## config.mk

```make
export PLATFORM = sky130hd
export DESIGN_NAME = udp_tx_arbiter_flat
export DESIGN_NICKNAME = d
export VERILOG_FILES = /design/src/rtl/udp_tx_arbiter_if.sv /design/src/rtl/udp_tx_arbiter.sv /design/src/flat_wrapper.sv
export SDC_FILE = /design/constraint.sdc
export NUM_CORES = 1
export LEC_CHECK = 0
export ABC_AREA = 1
export CORE_MARGIN = 2
export CORE_UTILIZATION = 49
export CTS_BUF_LIST = sky130_fd_sc_hd__clkbuf_8
export DETAILED_ROUTE_END_ITERATION = 12
export PLACE_DENSITY = 0.77
export SLEW_MARGIN = 20
export SYNTH_ARGS = -nofsm -noshare
export SYNTH_HDL_FRONTEND = slang
export SYNTH_SLANG_ARGS = --single-unit
```

## constraint.sdc

```tcl
create_clock -name clk -period 2.5 [get_ports clk]
set_clock_uncertainty 0.2 [all_clocks]
set_input_delay 0.375 -clock clk [delete_from_list [all_inputs] [get_ports clk]]
set_output_delay 0.375 -clock clk [all_outputs]
set_load 0.005 [all_outputs]
```

## src/rtl/udp_tx_arbiter_if.sv

```systemverilog
// Byte-wide AXI-Stream link used by the UDP TX payload arbiter.
// The master drives data/valid/last/user and the slave returns ready.
interface udp_tx_arbiter_if;
    logic [7:0] tdata;
    logic       tvalid;
    logic       tready;
    logic       tlast;
    logic       tuser;

    modport master (
        output tdata,
        output tvalid,
        output tlast,
        output tuser,
        input  tready
    );

    modport slave (
        input  tdata,
        input  tvalid,
        input  tlast,
        input  tuser,
        output tready
    );
endinterface

```

## src/rtl/udp_tx_arbiter.sv

```systemverilog
// Two-requester, packet-granular round-robin arbiter feeding the UDP TX payload stream.
// Packets longer than MAX_LEN are cut (tlast+tuser forced) and their tail is dropped.
module udp_tx_arbiter #(
    parameter int unsigned MAX_LEN = 1472
) (
    input  logic              clk,
    input  logic              rst,
    udp_tx_arbiter_if.slave   s0_axis,
    udp_tx_arbiter_if.slave   s1_axis,
    udp_tx_arbiter_if.master  m_axis,
    output logic [1:0]        grant,
    output logic              busy,
    output logic [15:0]       pkt_cnt0,
    output logic [15:0]       pkt_cnt1,
    output logic [15:0]       trunc_cnt
);

    localparam logic [15:0] LastIdx = 16'(MAX_LEN - 1);

    typedef enum logic [2:0] {
        StIdle,
        StPass0,
        StPass1,
        StDrop0,
        StDrop1
    } state_e;

    state_e      state_q, state_d;
    logic        last_srv_q, last_srv_d;
    logic [15:0] byte_cnt_q, byte_cnt_d;
    logic [15:0] pkt_cnt0_q, pkt_cnt0_d;
    logic [15:0] pkt_cnt1_q, pkt_cnt1_d;
    logic [15:0] trunc_cnt_q, trunc_cnt_d;

    logic       sel1;
    logic [7:0] src_data;
    logic       src_valid;
    logic       src_last;
    logic       src_user;
    logic       src_ready;
    logic       at_max;
    logic [7:0] m_data;
    logic       m_valid;
    logic       m_last;
    logic       m_user;
    logic [1:0] grant_c;
    logic       busy_c;

    always_comb begin
        state_d     = state_q;
        last_srv_d  = last_srv_q;
        byte_cnt_d  = byte_cnt_q;
        pkt_cnt0_d  = pkt_cnt0_q;
        pkt_cnt1_d  = pkt_cnt1_q;
        trunc_cnt_d = trunc_cnt_q;
        src_ready   = 1'b0;
        m_data      = 8'h00;
        m_valid     = 1'b0;
        m_last      = 1'b0;
        m_user      = 1'b0;
        grant_c     = 2'b00;
        busy_c      = 1'b0;

        sel1      = (state_q == StPass1) || (state_q == StDrop1);
        src_data  = sel1 ? s1_axis.tdata  : s0_axis.tdata;
        src_valid = sel1 ? s1_axis.tvalid : s0_axis.tvalid;
        src_last  = sel1 ? s1_axis.tlast  : s0_axis.tlast;
        src_user  = sel1 ? s1_axis.tuser  : s0_axis.tuser;
        // The current beat is the MAX_LEN-th byte of the packet.
        at_max    = (byte_cnt_q == LastIdx);

        unique case (state_q)
            StIdle: begin
                // last_srv_q == 1 means port 1 was served last, so port 0 wins a tie.
                if (s0_axis.tvalid && (!s1_axis.tvalid || last_srv_q)) begin
                    state_d    = StPass0;
                    last_srv_d = 1'b0;
                    byte_cnt_d = 16'd0;
                end else if (s1_axis.tvalid) begin
                    state_d    = StPass1;
                    last_srv_d = 1'b1;
                    byte_cnt_d = 16'd0;
                end
            end
            StPass0, StPass1: begin
                grant_c   = sel1 ? 2'b10 : 2'b01;
                busy_c    = 1'b1;
                m_data    = src_data;
                m_valid   = src_valid;
                m_last    = at_max | src_last;
                m_user    = (at_max & ~src_last) | src_user;
                src_ready = m_axis.tready;
                if (src_valid && m_axis.tready) begin
                    byte_cnt_d = byte_cnt_q + 16'd1;
                    if (at_max || src_last) begin
                        if (sel1) begin
                            pkt_cnt1_d = pkt_cnt1_q + 16'd1;
                        end else begin
                            pkt_cnt0_d = pkt_cnt0_q + 16'd1;
                        end
                        if (at_max && !src_last) begin
                            trunc_cnt_d = trunc_cnt_q + 16'd1;
                            if (sel1) begin
                                state_d = StDrop1;
                            end else begin
                                state_d = StDrop0;
                            end
                        end else begin
                            state_d = StIdle;
                        end
                    end
                end
            end
            StDrop0, StDrop1: begin
                grant_c   = sel1 ? 2'b10 : 2'b01;
                busy_c    = 1'b1;
                src_ready = 1'b1;
                if (src_valid && src_last) begin
                    state_d = StIdle;
                end
            end
            default: begin
                state_d = StIdle;
            end
        endcase

        // Reset silences every output in the same cycle so no handshake can complete.
        if (rst) begin
            src_ready = 1'b0;
            m_data    = 8'h00;
            m_valid   = 1'b0;
            m_last    = 1'b0;
            m_user    = 1'b0;
            grant_c   = 2'b00;
            busy_c    = 1'b0;
        end
    end

    always_ff @(posedge clk) begin
        if (rst) begin
            state_q     <= StIdle;
            last_srv_q  <= 1'b1;
            byte_cnt_q  <= 16'd0;
            pkt_cnt0_q  <= 16'd0;
            pkt_cnt1_q  <= 16'd0;
            trunc_cnt_q <= 16'd0;
        end else begin
            state_q     <= state_d;
            last_srv_q  <= last_srv_d;
            byte_cnt_q  <= byte_cnt_d;
            pkt_cnt0_q  <= pkt_cnt0_d;
            pkt_cnt1_q  <= pkt_cnt1_d;
            trunc_cnt_q <= trunc_cnt_d;
        end
    end

    assign s0_axis.tready = src_ready & ~sel1;
    assign s1_axis.tready = src_ready & sel1;
    assign m_axis.tdata   = m_data;
    assign m_axis.tvalid  = m_valid;
    assign m_axis.tlast   = m_last;
    assign m_axis.tuser   = m_user;
    assign grant          = grant_c;
    assign busy           = busy_c;
    assign pkt_cnt0       = pkt_cnt0_q;
    assign pkt_cnt1       = pkt_cnt1_q;
    assign trunc_cnt      = trunc_cnt_q;

endmodule

```

## src/flat_wrapper.sv

```systemverilog
// flat-port wrapper written by rule: the top's interface ports become plain ports
module udp_tx_arbiter_flat 
#(
    parameter int unsigned MAX_LEN = 1472
)
  (clk, rst, grant, busy, pkt_cnt0, pkt_cnt1, trunc_cnt, s0_axis_tdata, s0_axis_tvalid, s0_axis_tlast, s0_axis_tuser, s0_axis_tready, s1_axis_tdata, s1_axis_tvalid, s1_axis_tlast, s1_axis_tuser, s1_axis_tready, m_axis_tdata, m_axis_tvalid, m_axis_tlast, m_axis_tuser, m_axis_tready);
  udp_tx_arbiter_if s0_axis_i ();
  udp_tx_arbiter_if s1_axis_i ();
  udp_tx_arbiter_if m_axis_i ();
  input  logic clk;
  input  logic rst;
  output logic [1:0] grant;
  output logic busy;
  output logic [15:0] pkt_cnt0;
  output logic [15:0] pkt_cnt1;
  output logic [15:0] trunc_cnt;
  input wire logic [$bits(s0_axis_i.tdata)-1:0] s0_axis_tdata;
  input wire logic [$bits(s0_axis_i.tvalid)-1:0] s0_axis_tvalid;
  input wire logic [$bits(s0_axis_i.tlast)-1:0] s0_axis_tlast;
  input wire logic [$bits(s0_axis_i.tuser)-1:0] s0_axis_tuser;
  output wire logic [$bits(s0_axis_i.tready)-1:0] s0_axis_tready;
  input wire logic [$bits(s1_axis_i.tdata)-1:0] s1_axis_tdata;
  input wire logic [$bits(s1_axis_i.tvalid)-1:0] s1_axis_tvalid;
  input wire logic [$bits(s1_axis_i.tlast)-1:0] s1_axis_tlast;
  input wire logic [$bits(s1_axis_i.tuser)-1:0] s1_axis_tuser;
  output wire logic [$bits(s1_axis_i.tready)-1:0] s1_axis_tready;
  output wire logic [$bits(m_axis_i.tdata)-1:0] m_axis_tdata;
  output wire logic [$bits(m_axis_i.tvalid)-1:0] m_axis_tvalid;
  output wire logic [$bits(m_axis_i.tlast)-1:0] m_axis_tlast;
  output wire logic [$bits(m_axis_i.tuser)-1:0] m_axis_tuser;
  input wire logic [$bits(m_axis_i.tready)-1:0] m_axis_tready;
  assign s0_axis_i.tdata = s0_axis_tdata;
  assign s0_axis_i.tvalid = s0_axis_tvalid;
  assign s0_axis_i.tlast = s0_axis_tlast;
  assign s0_axis_i.tuser = s0_axis_tuser;
  assign s0_axis_tready = s0_axis_i.tready;
  assign s1_axis_i.tdata = s1_axis_tdata;
  assign s1_axis_i.tvalid = s1_axis_tvalid;
  assign s1_axis_i.tlast = s1_axis_tlast;
  assign s1_axis_i.tuser = s1_axis_tuser;
  assign s1_axis_tready = s1_axis_i.tready;
  assign m_axis_tdata = m_axis_i.tdata;
  assign m_axis_tvalid = m_axis_i.tvalid;
  assign m_axis_tlast = m_axis_i.tlast;
  assign m_axis_tuser = m_axis_i.tuser;
  assign m_axis_i.tready = m_axis_tready;
  udp_tx_arbiter #(.MAX_LEN(MAX_LEN)) u_core (.clk(clk), .rst(rst), .s0_axis(s0_axis_i), .s1_axis(s1_axis_i), .m_axis(m_axis_i), .grant(grant), .busy(busy), .pkt_cnt0(pkt_cnt0), .pkt_cnt1(pkt_cnt1), .trunc_cnt(trunc_cnt));
endmodule
```

After elaboration in Yosys (flattened, before gate mapping)
Index checks and enable logic that the tools add are counted.
Widths: inputs -> output; s select.
{ "totals": {"output_inout_bits": 64, "word_cells": 80, "regBits": 68, "in_bits": 25} }
{ "classes": {"n_mux": 33, "n_reduce_logical": 21, "n_addsub": 4, "bitwise_logic": 7, "n_eq_ne": 9} }
{ "op_table": {"columns": ["cell", "n"], "rows": [
  ["$add 16x1->16 const B", 4],
  ["$mux 16", 3],
  ["$pmux 16 s2", 1],
  ["$mux 8", 3],
  ["$mux 3", 7],
  ["$eq 16x11->1 const B", 1],
  ["$reduce_and 4->1", 4],
  ["$mux 1", 14],
  ["$pmux 3 s3", 1],
  ["$eq 3x2->1 const B", 2],
  ["$mux 2", 3],
  ["$ne 2x1->1 const B", 3],
  ["$logic_and 1x1->1", 4],
  ["$reduce_bool 2->1", 2],
  ["$reduce_or 2->1", 2],
  ["$reduce_or 4->1", 1],
  ["$and 1x1->1", 3],
  ["$eq 3x1->1 const B", 1],
  ["$eq 3x3->1 const B", 1],
  ["$logic_not 3->1", 1],
  ["$logic_or 1x1->1", 3],
  ["$ne 3x2->1 const B", 1],
  ["$reduce_and 3->1", 1],
  ["$logic_not 1->1", 2],
  ["4 further kinds", 6]
]} }

Logic depth before layout (Yosys ltp)
Gate-level depths: netlist of the first run.
{ "depth": {"word_depth": 9, "depth_mapped": 13, "depth_no_buf": 13} }

Worst setup path before layout of the first run
Ideal clock, no wire load.
{ "synth_path": {"path_type": "register to output", "start": "register u_core.state_q[2]", "end": "output port m_axis_tdata[0]", "t_arrival_ns": 1.349, "setup_slack_ns": 0.576, "stages_incl_launch_ff": 9, "n_path_buf": 1, "required_time_ns": 1.925, "cell_sequence": "dfxtp_1 -> a21oi_2 -> inv_2 -> nor2_4 -> inv_2 -> nor2_4 -> buf_2 -> o21ai_0 -> nor2_1"} }
{ "synth_via": {"elab_chain_len": 5, "word_cells_on_any_way": 8, "classes_between": "eq/ne: 3; mux: 3; reduce/logical: 2"} }
{ "synth_rtl": {"columns": ["item", "line_no", "text"], "rows": [
  ["from (decl)", "udp_tx_arbiter.sv:28", "state_e state_q, state_d;"],
  ["from (signal assigned)", "udp_tx_arbiter.sv:141", "state_q <= StIdle;"],
  ["from (signal assigned)", "udp_tx_arbiter.sv:148", "state_q <= state_d;"],
  ["$eq 3x2->1 / $eq 3x3->1 (equally long branches)", "udp_tx_arbiter.sv:64, udp_tx_arbiter.sv:72", null],
  ["$logic_or 1x1->1", "udp_tx_arbiter.sv:64", "sel1 = (state_q == StPass1) || (state_q == StDrop1);"],
  ["$mux 8", "udp_tx_arbiter.sv:65", "src_data = sel1 ? s1_axis.tdata : s0_axis.tdata;"],
  ["$mux 8 (*)", "udp_tx_arbiter.sv:72", "unique case (state_q)"],
  ["$mux 8 (*)", "udp_tx_arbiter.sv:128", "if (rst) begin"],
  ["to (decl)", "flat_wrapper.sv:27", "output wire logic [$bits(m_axis_i.tdata)-1:0] m_axis_tdata;"]
]} }
Mark *: on every way between the ends. The rest lies on a longest branch, timed or not.

Worst setup path in the final report of the first run
{ "layout_path": {"start": "register u_core.byte_cnt_q[1]", "end": "output port m_axis_tlast"} }
{ "layout_via": {"elab_chain_len": 4} }
{ "layout_rtl": {"columns": ["item", "line_no", "text"], "rows": [
  ["from (decl)", "udp_tx_arbiter.sv:30", "logic [15:0] byte_cnt_q, byte_cnt_d;"],
  ["from (signal assigned)", "udp_tx_arbiter.sv:150", "byte_cnt_q <= byte_cnt_d;"],
  ["$eq 16x11->1", "udp_tx_arbiter.sv:70", "at_max = (byte_cnt_q == LastIdx);"],
  ["$or 1x1->1", "udp_tx_arbiter.sv:90", "m_last = at_max | src_last;"],
  ["$mux 1", "udp_tx_arbiter.sv:72", null],
  ["$mux 1", "udp_tx_arbiter.sv:128", null],
  ["to (decl)", "flat_wrapper.sv:29", "output wire logic [$bits(m_axis_i.tlast)-1:0] m_axis_tlast;"]
]} }
Every way passes these cells.

==> impl_metrics.py, run 1 <==
metrics = {
    "global_route": {
        "grt_pass1_vias": 4266,
        "antenna_found_initial": 0,
        "grt-ovfl-total": 0,
        "grt_pass1_wl_um": 19400,
        "grt_max_degree": 31,
        "grt.total_usage": 0.246,
    },
    "power_and_ir_drop": {
        "seqPwrFrac": 0.330,
        "clock_power_share": 0.241,
        "power_density_nw_per_um2": 666,
        "p_sw_mw": 1.50,
        "ir_worst_vdd_mv": 0.367,
        "internal_power_mw": 2.23,
        "switching_share": 0.402,
        "p_comb_frac": 0.429,
        "p_leak_nw": 2.22,
    },
    "route": {
        "dr.pass1.iters": 6,
        "ant_nets": 0,
        "drc_errors": 0,
        "routed_wl_um": 11800,
        "vias": 4708,
        "vias_per_cell": 5.34,
        "wl_per_cell_um": 13.4,
        "first_iter_violations": 253,
    },
    "timing": {
        "finalHoldViolations": 0,
        "period_minus_slack_ps": 2580,
        "fmax_mhz": 387,
        "hold_ws_ps": 296,
        "setup_viol": 4,
        "grt_setup_unrepaired": "yes",
        "maxSlewViolCount": 0,
        "tightest_slew_ps": 444,
        "slew_headroom": 0.702,
        "min_period_over_period": 1.03,
        "setup_ws_ps": -84.6,
    },
    "synth": {
        "synth_xor_area_frac": 0.0479,
        "synth_top_family_by_area": "simple AND/OR/NAND/NOR gates",
        "syn_area_per_cell_sq_um": 6.44,
        "netlist_area_sq_um": 4200,
        "yosysSeqAreaShare": 0.324,
        "syn_inst": 653,
        "yosys.area_share.simple": 0.401,
        "ys_types": 32,
        "ys_warn_count": 0,
        "ys_ff_latch": 68,
        "synth.area.mux_share": 0,
        "synthAdderAreaFrac": 0.0119,
        "synth_compound_area_frac": 0.125,
        "syn_nets": 682,
    },
    "finish": {
        "design_area_sq_um": 5610,
        "final_nets": 801,
        "drive_gt1_frac": 0.130,
        "syn_to_final_growth_pct": 33.5,
        "final_util": 0.680,
        "diodes": 0,
    },
    "floorplan": {
        "io-pin-count": 89,
        "die_x_um": 96.6,
        "core_sq_um": 8260,
        "die_area_sq_um": 9340,
        "die_h_um": 96.6,
        "std_cell_rows": 33,
        "start_util": 0.509,
    },
    "min_path": {
        "hold_class": "flip-flop to flip-flop",
    },
    "place": {
        "placedInstanceArea_sq_um": 5320,
        "place.gp.congestion": 0.927,
        "dpl_worst_slack_ps": 19.2,
        "placement.io_buffers": 88,
        "post-dp-hpwl_um": 8580,
    },
    "outcome": {
        "status": "finished with violations",
        "failed_checks": "negative setup slack",
    },
    "clocking": {
        "root_buffer": "clkbuf_8",
        "clock_latency_ps": 350,
        "numCtsBuffers": 9,
        "cts_tree": "built",
        "path_clk_slew_ps": 80,
        "clock_path_buffers": 2,
        "htree_num_levels": 3,
        "cts_sinks": 68,
    },
    "setup_path": {
        "start_kind": "flip-flop",
        "criticalPathCategory": "flip-flop to output pin",
        "crit_fanout": 3,
        "worst_ep_required_time_ps": 1920,
        "arrival_ps": 2010,
        "endpoint_kind": "output pin",
    },
    "flow_run": {
        "max-cap-violations": 0,
    },
}
==> worst paths after layout <==
path | startpoint | endpoint | slack [ps] | cells past startpoint
max | u_core.byte_cnt_q[1] | m_axis_tlast | -80 | 8
min | u_core.pkt_cnt0[15] | u_core.pkt_cnt0[15] | 300 | 2
max reg2reg | u_core.byte_cnt_q[1] | u_core.trunc_cnt[6] | 340 | 10
min reg2reg | u_core.pkt_cnt0[15] | u_core.pkt_cnt0[15] | 300 | 2
==> cell usage after synthesis <==
library cell / instances / area, sq um
buf_2: 2 / 10.0
a21oi_1: 50 / 250
clkbuf_1: 7 / 26.3
buf_4: 3 / 22.5
o21bai_1: 2 / 15.0
nor3b_1: 7 / 52.6
a21o_1: 1 / 7.51
nand3_2: 1 / 10.0
nor3_1: 32 / 160
xnor2_1: 8 / 70.1
a31oi_1: 1 / 6.26
nor2_1: 88 / 330
o21ai_1: 13 / 65.1
nand2_4: 4 / 45.0
nand3_1: 59 / 295
ha_1: 4 / 50.1
nand3b_1: 2 / 15.0
clkinv_1: 2 / 7.51
nand2_1: 145 / 544
dfxtp_1: 68 / 1360
buf_6: 3 / 33.8
inv_2: 10 / 37.5
nor2_4: 6 / 67.6
o21ai_0: 27 / 135
nand4_1: 11 / 68.8
nor2_2: 1 / 6.26
a21oi_2: 2 / 17.5
inv_1: 64 / 240
xor2_1: 15 / 131
nand3_4: 2 / 35.0
nand2_2: 9 / 56.3
o21a_1: 4 / 30.0
==> cells in the final DEF (no fill, tap or decap), types with 6 or more instances in the layout <==
cell and n:
nand4_1 11, clkbuf_8 9, nand3_1 59, buf_4 33
xnor2_1 8, o21ai_1 13, a21oi_1 49, inv_1 63
o21ai_0 27, nor3_1 31, xor2_1 15, inv_2 11
clkdlybuf4s50_1 75, nor3b_1 7, dfxtp_1 64, nor2_1 86
nor2_4 6, nand2_2 9, nand2_1 144
==> power groups by stage <==
stage	combinational (mW)	sequential (mW)	clock, mW
global placement	1.47	1.23	0
finish	1.60	1.23	0.901
floorplan	0.980	1.22	0
CTS	1.55	1.23	0.926
detailed placement	1.50	1.24	0
global route	1.75	1.24	0.977
==> area by class of cell <==
cell class	instances	area, sq um
clock inverter	7	67.6
tap	105	131
fill	709	2650
multi-input combinational	494	2490
timing repair buffer	123	1130
inverter	76	289
sequential	68	1370
clock buffer	9	124
==> flip-flops by register name, indices dropped and copies added, names as in the netlist <==
signal	cells
u_core.byte_cnt_q	16
u_core.pkt_cnt0	16
u_core.pkt_cnt1	16
u_core.trunc_cnt	16
u_core.state_q	3
u_core.last_srv_q	1
==> worst max-delay path: stages (launching register included) <==
cell             delay (ps)
dfxtp_1                 360
ha_1                    190
nand3_1                 120
nor3_2                  150
nand2_2                 110
nand2_4                  90
inv_2                    40
nor2_2                  100
clkdlybuf4s50_1         510
==> kinds of logic after synthesis <==
logic type      count (synthesis)
xor+xnor                       23
fa+ha+maj                       4
compound gates                100
simple gates                  367
flops                          68
buf+inv                        91
==> layer usage <==
| metal | GRT usage | wire [um] |
|---|---|---|
| met5 | 0 | 0 |
| met4 | 0.0867 | 247 |
| met3 | 0.0549 | 639 |
| met2 | 0.402 | 5440 |
| met1 | 0.319 | 5470 |
==> what timing repair did <==
action	CTS	global route
gates resized for setup	22	20
hold buffers	0	0
setup buffers	8	1
endpoints found under the setup margin	14	13
pin swaps	4	4
==> through the flow <==
step           instances  total power [mW]  TNS (ps)
4_1_cts              881              3.70      -533
6_report             882              3.74      -172
3_3_place_gp         857              2.70         0
5_1_grt              882              3.96      -589
2_1_floorplan        653              2.20         0
3_5_place_dp         857              2.74         0
No activity file was read; power rests on OpenSTA's default activity.
==> run 2, diff against run 1 <==
--- a/config.mk
+++ b/config.mk
@@ -10,6 +10,7 @@
 export CORE_UTILIZATION = 49
 export CTS_BUF_LIST = sky130_fd_sc_hd__clkbuf_8
 export DETAILED_ROUTE_END_ITERATION = 12
+export GPL_ROUTABILITY_DRIVEN = 0
 export PLACE_DENSITY = 0.77
 export SLEW_MARGIN = 20
 export SYNTH_ARGS = -nofsm -noshare
==> run 2 against run 1 <==
  * The run now ends clean
  * Fmax is 6.9% higher
  * Design area grew 1.2%
  * Final cell count shrank 0.34%
  * Count of clock-buffer cells in the layout grew 1
  * Flip-flop and latch count did not move
  * Die area did not move
  * Via count grew 0.57%
  * Power up 3.2%
  * Clock power is 12% higher
  * Register-to-register slack got worse by 140 ps
  * Combinational power about the same
  * Critical path type is now primary input to output pin
  * Critical endpoint is now grant[0]
==> impl_metrics.py, run 2 (synthesized netlist as in run 1, its figures left out) <==
metrics = {
    "flow_run": {
        "max-cap-violations": 0,
    },
    "timing": {
        "setup_viol": 0,
        "tightest_slew_ps": 431,
        "setup_ws_ps": 82.2,
        "fmax_mhz": 414,
        "slew_headroom": 0.710,
        "min_period_over_period": 0.967,
        "period_minus_slack_ps": 2420,
        "finalHoldViolations": 0,
        "maxSlewViolCount": 0,
    },
    "power_and_ir_drop": {
        "p_leak_nw": 2.31,
        "ir_worst_vdd_mv": 0.409,
        "power_density_nw_per_um2": 679,
    },
    "route": {
        "first_iter_violations": 289,
        "dr.pass1.iters": 5,
        "drc_errors": 0,
        "wl_per_cell_um": 13.4,
        "ant_nets": 0,
        "vias": 4735,
        "routed_wl_um": 11700,
        "vias_per_cell": 5.39,
    },
    "floorplan": {
        "core_sq_um": 8260,
        "std_cell_rows": 33,
        "die_area_sq_um": 9340,
        "start_util": 0.509,
        "die_h_um": 96.6,
        "io-pin-count": 89,
        "die_x_um": 96.6,
    },
    "finish": {
        "final_nets": 799,
        "diodes": 0,
        "fin_cells": 879,
        "final_cell_mix": "nand2_1, nor2_1, clkdlybuf4s50_1",
        "final_util": 0.688,
        "drive_gt1_frac": 0.128,
        "layout_commonest_cell": "nand2_1",
        "syn_to_final_growth_pct": 35.1,
        "num-fill-cells": 679,
    },
    "global_route": {
        "antenna_found_initial": 0,
        "grt.total_usage": 0.245,
        "grt_pass1_wl_um": 19300,
        "grt-ovfl-total": 0,
        "grt_max_degree": 35,
        "grt_pass1_vias": 4314,
    },
    "setup_path": {
        "criticalPathCategory": "primary input to output pin",
        "crit_slowest_cell": "clkdlybuf4s50_1",
        "worst_ep_required_time_ps": 1920,
        "start_kind": "primary input",
        "arrival_ps": 1840,
        "cpMostUsedCell": "clkdlybuf4s50_1",
        "endpoint_kind": "output pin",
        "max_stage_delay_ps": 550,
        "cp_cell_sequence": "clkdlybuf4s50_1 -> buf_4 -> nor3_1 -> clkdlybuf4s50_1",
        "crit_fanout": 7,
    },
    "clocking": {
        "clock_latency_ps": 350,
        "cts_tree": "built",
        "path_clk_slew_ps": 70,
        "cts_sinks": 68,
        "root_buffer": "clkbuf_8",
        "clock_path_buffers": 2,
        "htree_num_levels": 3,
        "numCtsBuffers": 9,
    },
    "place": {
        "post-dp-hpwl_um": 8300,
        "placement.io_buffers": 88,
        "dp.cells": 856,
        "dpl_worst_slack_ps": 15.1,
    },
    "outcome": {
        "status": "complete, no violations",
    },
    "min_path": {
        "hold_class": "flip-flop to flip-flop",
    },
}
## run 2: cell type report
cell class                 count  area [sq um]  area share
inverter                      76           292      0.0513
sequential                    68          1380       0.242
tap                          105           131      0.0231
clock inverter                 5          77.6      0.0137
timing repair buffer         121          1140       0.200
multi-input combinational    494          2530       0.445
clock buffer                  10           138      0.0242
## run 2: per-layer routing
layer	vias up	global-route usage	routed length, um
met3	29	0.0571	878
met5	-	0	0
met2	204	0.393	5370
met4	0	0.0910	265
li1	2365	-	-
met1	2137	0.321	5230
## run 2: through the flow
step                      hold slack, ps  cell area (sq um)  TNS [ps]  total power, mW
final                                279               5680         0             3.86
after global routing                 309               5680      -101             4.10
after CTS                            289               5600      -474             3.79
after detailed placement             278               5310         0             2.71
after global placement               271               5310         0             2.68
after floorplan                      256               4200         0             2.20
## run 2: what timing repair did
action                     CTS  global route
gates resized for setup     27            19
buffers inserted             5             3
pin swaps                    5             4
gates cloned                 0             0
setup endpoints to repair   14            13
hold buffers                 0             0
## run 2: power breakdown
| part | internal [mW] | total (mW) | leakage [nW] | switching, mW |
|---|---|---|---|---|
| Sequential | 1.16 | 1.23 | 0.552 | 0.0767 |
| Combinational | 0.612 | 1.62 | 1.64 | 1.00 |
| Clock | 0.580 | 1.01 | 0.114 | 0.427 |
## run 2: final timing paths
kind / startpoint / to / slack [ps] / cells after the start
hold reg to reg: u_core.byte_cnt_q[1] / u_core.byte_cnt_q[1] / 280 / 2
setup reg to reg: u_core.byte_cnt_q[0] / u_core.pkt_cnt0[2] / 200 / 12
hold / removal: u_core.byte_cnt_q[1] / u_core.byte_cnt_q[1] / 280 / 2
setup / recovery: rst / grant[0] / 80 / 4
## run 2: critical path: cells and delay by family
kind	cells	cell delay (ps)
and+or+nand+nor	1	180
buffers and inverters	3	1290
